**config.mk**
```make
export PLATFORM = sky130hd
export DESIGN_NAME = au_project_select_driver_flat
export DESIGN_NICKNAME = d
export VERILOG_FILES = /design/src/rtl/au_project_select_driver_pkg.sv /design/src/rtl/au_project_select_driver_if.sv /design/src/rtl/au_project_select_driver_phase_timer.sv /design/src/rtl/au_project_select_driver.sv /design/src/flat_wrapper.sv
export SDC_FILE = /design/constraint.sdc
export NUM_CORES = 1
export LEC_CHECK = 0
export ABC_AREA = 1
export CAP_MARGIN = 20
export CORE_ASPECT_RATIO = 1.25
export CORE_MARGIN = 1
export CORE_UTILIZATION = 56
export DETAILED_ROUTE_END_ITERATION = 16
export PLACE_DENSITY = 0.89
export SLEW_MARGIN = 30
export SYNTH_ARGS = -nofsm -noshare
export SYNTH_HDL_FRONTEND = slang
export SYNTH_SLANG_ARGS = --single-unit
```
**constraint.sdc**
```tcl
create_clock -name clk -period 2.15 [get_ports clk]
set_input_delay 0.3225 -clock clk [delete_from_list [all_inputs] [get_ports clk]]
set_output_delay 0.3225 -clock clk [all_outputs]
set_load 0.02 [all_outputs]
```
**src/rtl/au_project_select_driver_pkg.sv**
```systemverilog
// Shared types and sizing helpers for the project-select sequencer.
// The state encoding and timer width are shared by the top and its phase timer.
package au_project_select_pkg;

  typedef enum logic [3:0] {
    IDLE,
    RST_LO,
    GAP,
    INC_HI,
    INC_LO,
    ENA_SETUP,
    ENA_HI,
    ENA_LO,
    DONE
  } sel_state_t;

  localparam int RST_CYCLES_DFLT   = 8;
  localparam int PULSE_CYCLES_DFLT = 4;

  // The timer is wide enough to hold the longer of the two phase lengths.
  function automatic int tmr_width(input int rst_cycles, input int pulse_cycles);
    int longest;
    longest = (rst_cycles > pulse_cycles) ? rst_cycles : pulse_cycles;
    return $clog2(longest) + 1;
  endfunction

  localparam int TMR_W_DFLT = tmr_width(RST_CYCLES_DFLT, PULSE_CYCLES_DFLT);

endpackage

```
**src/rtl/au_project_select_driver_if.sv**
```systemverilog
// Command and three-wire selector signals of the project-select driver.
// master is the driver's view; slave is the command/selector side.
interface au_project_select_driver_if #(
  parameter int IDX_W = 8
);
  logic             start;
  logic [IDX_W-1:0] project_idx;
  logic             sel_rst_n;
  logic             sel_inc;
  logic             sel_ena;
  logic             busy;
  logic             done;
  logic             err;

  modport master (
    input  start, project_idx,
    output sel_rst_n, sel_inc, sel_ena, busy, done, err
  );

  modport slave (
    output start, project_idx,
    input  sel_rst_n, sel_inc, sel_ena, busy, done, err
  );
endinterface

```
**src/rtl/au_project_select_driver_phase_timer.sv**
```systemverilog
// Loadable down-counter that times every phase of the select sequence.
// Latency: value reflects a load on the following cycle; no backpressure.
// Holds at zero until reloaded.
module au_phase_timer #(
  parameter int W = 4
) (
  input  logic         clk,
  input  logic         rst,
  input  logic         load,
  input  logic [W-1:0] load_val,
  output logic [W-1:0] value,
  output logic         zero
);

  logic [W-1:0] cnt;

  always_ff @(posedge clk) begin
    if (rst) begin
      cnt <= '0;
    end else if (load) begin
      cnt <= load_val;
    end else if (cnt != '0) begin
      cnt <= cnt - W'(1);
    end
  end

  assign value = cnt;
  assign zero  = (cnt == '0);

endmodule

```
**src/rtl/au_project_select_driver.sv**
```systemverilog
// Host-side sequencer: reset, idx increment pulses, then enable-latching pulse.
// Latency: busy one cycle after accepted start; starts while busy are dropped.
module au_project_select_driver
  import au_project_select_pkg::*;
#(
  parameter int IDX_W        = 8,
  parameter int MAX_PROJECT  = 17,
  parameter int PULSE_CYCLES = PULSE_CYCLES_DFLT,
  parameter int RST_CYCLES   = RST_CYCLES_DFLT
) (
  input  logic                        clk,
  input  logic                        rst,
  au_project_select_driver_if.master  bus
);

  localparam int TMR_W   = tmr_width(RST_CYCLES, PULSE_CYCLES);
  localparam int LONGEST = (RST_CYCLES > PULSE_CYCLES) ? RST_CYCLES : PULSE_CYCLES;

  sel_state_t       state;
  logic [IDX_W-1:0] idx_q;
  logic [IDX_W-1:0] inc_cnt;
  logic [IDX_W-1:0] inc_cnt_nxt;
  logic             sel_rst_n_q, sel_inc_q, sel_ena_q, busy_q, done_q, err_q;

  logic             accept;
  logic             tmr_load;
  logic [TMR_W-1:0] tmr_val;
  logic [TMR_W-1:0] tmr_value;
  logic             tmr_zero;

  assign accept      = bus.start && (bus.project_idx <= IDX_W'(MAX_PROJECT));
  assign inc_cnt_nxt = inc_cnt + IDX_W'(1);

  // Every timed state is entered when the current phase expires, so the timer
  // reloads on expiry; only the IDLE exit loads the longer reset phase.
  always_comb begin
    tmr_load = 1'b0;
    tmr_val  = TMR_W'(PULSE_CYCLES - 1);
    if (state == IDLE) begin
      tmr_load = accept;
      tmr_val  = TMR_W'(RST_CYCLES - 1);
    end else if (state != DONE) begin
      tmr_load = tmr_zero;
    end
  end

  au_phase_timer #(.W(TMR_W)) u_timer (
    .clk      (clk),
    .rst      (rst),
    .load     (tmr_load),
    .load_val (tmr_val),
    .value    (tmr_value),
    .zero     (tmr_zero)
  );

  always_ff @(posedge clk) begin
    if (rst) begin
      state       <= IDLE;
      idx_q       <= '0;
      inc_cnt     <= '0;
      sel_rst_n_q <= 1'b1;
      sel_inc_q   <= 1'b0;
      sel_ena_q   <= 1'b0;
      busy_q      <= 1'b0;
      done_q      <= 1'b0;
      err_q       <= 1'b0;
    end else begin
      done_q <= 1'b0;
      err_q  <= 1'b0;
      unique case (state)
        IDLE: begin
          if (accept) begin
            state       <= RST_LO;
            idx_q       <= bus.project_idx;
            inc_cnt     <= '0;
            sel_rst_n_q <= 1'b0;
            sel_inc_q   <= 1'b0;
            sel_ena_q   <= 1'b0;
            busy_q      <= 1'b1;
          end else if (bus.start) begin
            err_q <= 1'b1;
          end
        end
        RST_LO: if (tmr_zero) begin
          state       <= GAP;
          sel_rst_n_q <= 1'b1;
        end
        GAP: if (tmr_zero) begin
          if (idx_q == '0) begin
            state     <= ENA_SETUP;
            sel_ena_q <= 1'b1;
          end else begin
            state     <= INC_HI;
            sel_inc_q <= 1'b1;
          end
        end
        INC_HI: if (tmr_zero) begin
          state     <= INC_LO;
          sel_inc_q <= 1'b0;
        end
        INC_LO: if (tmr_zero) begin
          inc_cnt <= inc_cnt_nxt;
          if (inc_cnt_nxt == idx_q) begin
            state     <= ENA_SETUP;
            sel_ena_q <= 1'b1;
          end else begin
            state     <= INC_HI;
            sel_inc_q <= 1'b1;
          end
        end
        ENA_SETUP: if (tmr_zero) begin
          state     <= ENA_HI;
          sel_inc_q <= 1'b1;
        end
        ENA_HI: if (tmr_zero) begin
          state     <= ENA_LO;
          sel_inc_q <= 1'b0;
        end
        ENA_LO: if (tmr_zero) begin
          state  <= DONE;
          done_q <= 1'b1;
          busy_q <= 1'b0;
        end
        DONE: state <= IDLE;
        default: state <= IDLE;
      endcase
    end
  end

  assign bus.sel_rst_n = sel_rst_n_q;
  assign bus.sel_inc   = sel_inc_q;
  assign bus.sel_ena   = sel_ena_q;
  assign bus.busy      = busy_q;
  assign bus.done      = done_q;
  assign bus.err       = err_q;

  a_done_err_excl: assert property (@(posedge clk) disable iff (rst) !(done_q && err_q));
  a_tmr_bound:     assert property (@(posedge clk) disable iff (rst)
                                    tmr_value <= TMR_W'(LONGEST - 1));

endmodule

```
**src/flat_wrapper.sv**
```systemverilog
// flat-port wrapper written by rule: the top's interface ports become plain ports
module au_project_select_driver_flat import au_project_select_pkg::*;
#(
  parameter int IDX_W        = 8,
  parameter int MAX_PROJECT  = 17,
  parameter int PULSE_CYCLES = PULSE_CYCLES_DFLT,
  parameter int RST_CYCLES   = RST_CYCLES_DFLT
)
  (clk, rst, bus_start, bus_project_idx, bus_sel_rst_n, bus_sel_inc, bus_sel_ena, bus_busy, bus_done, bus_err);
  au_project_select_driver_if #(.IDX_W(IDX_W)) bus_i ();
  input  logic clk;
  input  logic rst;
  input wire logic [$bits(bus_i.start)-1:0] bus_start;
  input wire logic [$bits(bus_i.project_idx)-1:0] bus_project_idx;
  output wire logic [$bits(bus_i.sel_rst_n)-1:0] bus_sel_rst_n;
  output wire logic [$bits(bus_i.sel_inc)-1:0] bus_sel_inc;
  output wire logic [$bits(bus_i.sel_ena)-1:0] bus_sel_ena;
  output wire logic [$bits(bus_i.busy)-1:0] bus_busy;
  output wire logic [$bits(bus_i.done)-1:0] bus_done;
  output wire logic [$bits(bus_i.err)-1:0] bus_err;
  assign bus_i.start = bus_start;
  assign bus_i.project_idx = bus_project_idx;
  assign bus_sel_rst_n = bus_i.sel_rst_n;
  assign bus_sel_inc = bus_i.sel_inc;
  assign bus_sel_ena = bus_i.sel_ena;
  assign bus_busy = bus_i.busy;
  assign bus_done = bus_i.done;
  assign bus_err = bus_i.err;
  au_project_select_driver #(.IDX_W(IDX_W), .MAX_PROJECT(MAX_PROJECT), .PULSE_CYCLES(PULSE_CYCLES), .RST_CYCLES(RST_CYCLES)) u_core (.clk(clk), .rst(rst), .bus(bus_i));
endmodule
```
==> results.toml, run 1 <==
[sta]
tightest_slew_ns = 0.423
fmax_mhz = 527
tns_ns = 0
setup_violations = 0
max_slew_margin_pct = 71.6
clock_skew_ns = 0.00827
final-max-slew-violation-count = 0
finalHoldViolations = 0
rsz0062_at_grt = "no"
post-route-min-period_ns = 1.90
holdWs_ns = 0.457
post-route-period-util_pct = 88.2

[logic_synthesis]
ys_types = 35
ys_seq_area_share_pct = 34.8
syn_area_um2 = 1730
synth.avg_cell_area_um2 = 6.82
synth_nets = 266
ys_ff_latch = 30
yosysWarnings = 0
syn_inst = 253

[routing]
drt_drc_violations_left = 0
vias = 1673
ant_nets = 0
wl_per_cell_um = 12.9
dr.first_iter.drc_count = 40
vias_per_cell = 5.29
wl_um = 4080
dr.pass1.iters = 4

[clock_network]
cts_hold_buf = 0
cts.sinks = 30
clockRootBuffer = "clkbuf_4"
h-tree-depth = 2
cts_tree = "built"
clock_latency_ns = 0.34
cts_buffers = 5
cts.clk_slew.worst_paths_ns = 0.10
post_cts_resize_count = 0
ctsLongestPathBuffers = 2
postCtsSetupRepairBufs = 0

[worst_setup_path]
critPathKind = "register to register"
crit_fanout = 6
cp.arrival_ns = 2.18
cp-start-kind = "register"
setup.worst_path.end_class = "register"
required_ns = 2.43

[final_layout]
fin_util_pct = 68.7
drive_gt1_share_pct = 14.3
antennaDiodeCount = 0
nets = 292
area.growth.synth_to_final_pct = 17.3

[pwr]
p_per_area_nw_per_um2 = 865
ir_drop_mv = 0.671
net-switching-power_uw = 702
switching_share_pct = 40.1
power_frac_seq_pct = 40.4
power.share.combinational_pct = 38.8
p_int_uw = 1050
pwr-share-clk_pct = 20.8
p_leak_uw = 0.000878

[floorplanning]
row_count = 22
die_w_um = 51.6
dieArea_um2 = 3310
core_area_um2 = 2950
initial_utilization_pct = 58.6
io_pins = 17
die_y_um = 64.1

[placement]
hpwl_um = 3260
io_buffers = 16
gp_congestion = 0.903

[global_routing]
grt_pass1_wl_um = 6980
grt_start_max_net_pins = 13
antenna_found_initial = 0
grt_pass1_vias = 1665
grt-ovfl-total = 0
grt_use_total_pct = 29.1

[run]
max-cap-violations = 0

[status]
status = "finished clean"

[worst_hold_path]
hp-class = "register to register"
## synth_stat cells, drive strengths merged
| library cell | count | area, um2 |
|---|---|---|
| a221oi | 2 | 30.0 |
| xnor2 | 1 | 8.76 |
| nor3 | 4 | 25.0 |
| nor2 | 26 | 143 |
| o31ai | 1 | 7.51 |
| a211oi | 1 | 12.5 |
| nor4 | 3 | 18.8 |
| clkinv | 1 | 3.75 |
| a311oi | 1 | 8.76 |
| xor2 | 3 | 26.3 |
| o211ai | 1 | 7.51 |
| ha | 2 | 25.0 |
| a31oi | 2 | 12.5 |
| inv | 43 | 161 |
| buf | 2 | 8.75 |
| nand3b | 1 | 7.51 |
| o21ai | 18 | 90.1 |
| nand4 | 5 | 31.3 |
| nand2 | 53 | 211 |
| dfxtp | 30 | 601 |
| nand3 | 30 | 160 |
| o21bai | 1 | 7.51 |
| a21oi | 20 | 104 |
| clkbuf | 1 | 3.75 |
| a221o | 1 | 10.0 |
## per-layer routing
layer | up-vias | track usage (%) | wire [um] | part of all wire [%]
li1 | 885 | - | - | -
met1 | 741 | 28.2 | 1690 | 41
met2 | 31 | 53.2 | 2090 | 51
met3 | 16 | 8.33 | 124 | 3.0
met4 | 0 | 15.9 | 171 | 4.2
met5 | - | 0 | 0 | 0
## final timing paths
kind              slack [ns]  cells after the start              end              start
setup / recovery        0.25                     11  u_core.state[2]  u_core.inc_cnt[0]
hold / removal          0.46                      2  u_core.idx_q[7]    u_core.idx_q[7]
setup reg to reg        0.25                     11  u_core.state[2]  u_core.inc_cnt[0]
hold reg to reg         0.46                      2  u_core.idx_q[7]    u_core.idx_q[7]
## through the flow
step,total power (uW),area [um2],std cells,worst slack [ns]
global placement,1370,1960,308,0.187
floorplan,1190,1730,253,0.610
detailed placement,1390,1960,308,0.150
CTS,1740,2020,316,0.263
global route,1880,2020,316,0.100
finish,1750,2020,316,0.254
## final cells by class
| class | count | area (um2) |
|---|---|---|
| clock buffers | 7 | 55.1 |
| clock inverters | 1 | 5.00 |
| fillers | 257 | 922 |
| inverters | 44 | 165 |
| multi-input cells | 176 | 947 |
| flip-flops and latches | 30 | 601 |
| well taps | 36 | 45.0 |
| repair buffers | 22 | 205 |
## cells in the final DEF, fill, tap and decap left out
master,n
nor4_1,3
nor3_1,3
a221o_1,1
nand3_2,2
a21oi_1,19
dfxtp_1,30
xor2_1,3
nand2_2,2
nand3b_1,1
o211ai_1,1
a21oi_2,1
a221oi_2,2
a211oi_2,1
clkbuf_1,1
nand3_1,28
clkinv_1,1
o21bai_1,1
clkbuf_4,5
a311oi_1,1
nor2_2,3
inv_2,9
o21ai_1,4
nor2_4,5
o21ai_0,14
a31oi_1,2
nand2_1,50
ha_1,2
nor3_2,1
nand2_4,1
clkbuf_8,1
nand4_1,5
xnor2_1,1
clkdlybuf4s50_1,16
inv_1,34
nor2_1,18
buf_4,6
clkinv_2,1
o31ai_1,1
## power by group through the flow
| stage | Sequential [uW] | Combinational, uW | Clock, uW |
|---|---|---|---|
| global placement | 716 | 655 | 0 |
| detailed placement | 718 | 673 | 0 |
| floorplan | 734 | 459 | 0 |
| finish | 707 | 680 | 364 |
| global route | 717 | 770 | 393 |
| CTS | 705 | 677 | 363 |
## critical path, cell delays in order, from the launching register on
cell and delay [ns]:
dfxtp_1 0.46, ha_1 0.28, nand2_1 0.17, nand2_1 0.15
nand2_1 0.06, nand2_1 0.10, nand3_1 0.09, nor2_1 0.10
nand4_1 0.16, nand2_1 0.10, nand2_1 0.06, a21oi_2 0.10
## cell families after synthesis
| family | after synthesis | synth area share, % |
|---|---|---|
| compound gates | 48 | 16.8 |
| simple gates | 122 | 34.6 |
| xor+xnor | 4 | 2.03 |
| fa+ha+maj | 2 | 1.45 |
| flops | 30 | 34.8 |
| buf+inv | 47 | 10.3 |
## sequential cells by signal, summed over array words and instances (netlist names)
signal	count
u_core.bus.sel_ena	1
u_core.u_timer.value	4
u_core.bus.busy	1
u_core.bus.sel_inc	1
u_core.bus.sel_rst_n	1
u_core.bus.err	1
u_core.state	4
u_core.bus.done	1
u_core.inc_cnt	8
u_core.idx_q	8
No activity file was read; power rests on OpenSTA's default activity.
==> run 2: changes to the inputs <==
--- a/config.mk
+++ b/config.mk
@@ -12,7 +12,7 @@
 export CORE_UTILIZATION = 56
 export DETAILED_ROUTE_END_ITERATION = 16
 export PLACE_DENSITY = 0.89
-export SLEW_MARGIN = 30
+export SLEW_MARGIN = 40
 export SYNTH_ARGS = -nofsm -noshare
 export SYNTH_HDL_FRONTEND = slang
 export SYNTH_SLANG_ARGS = --single-unit
==> results of run 2 <==
The final DEF is identical to that of run 1; final timing and power are the same.
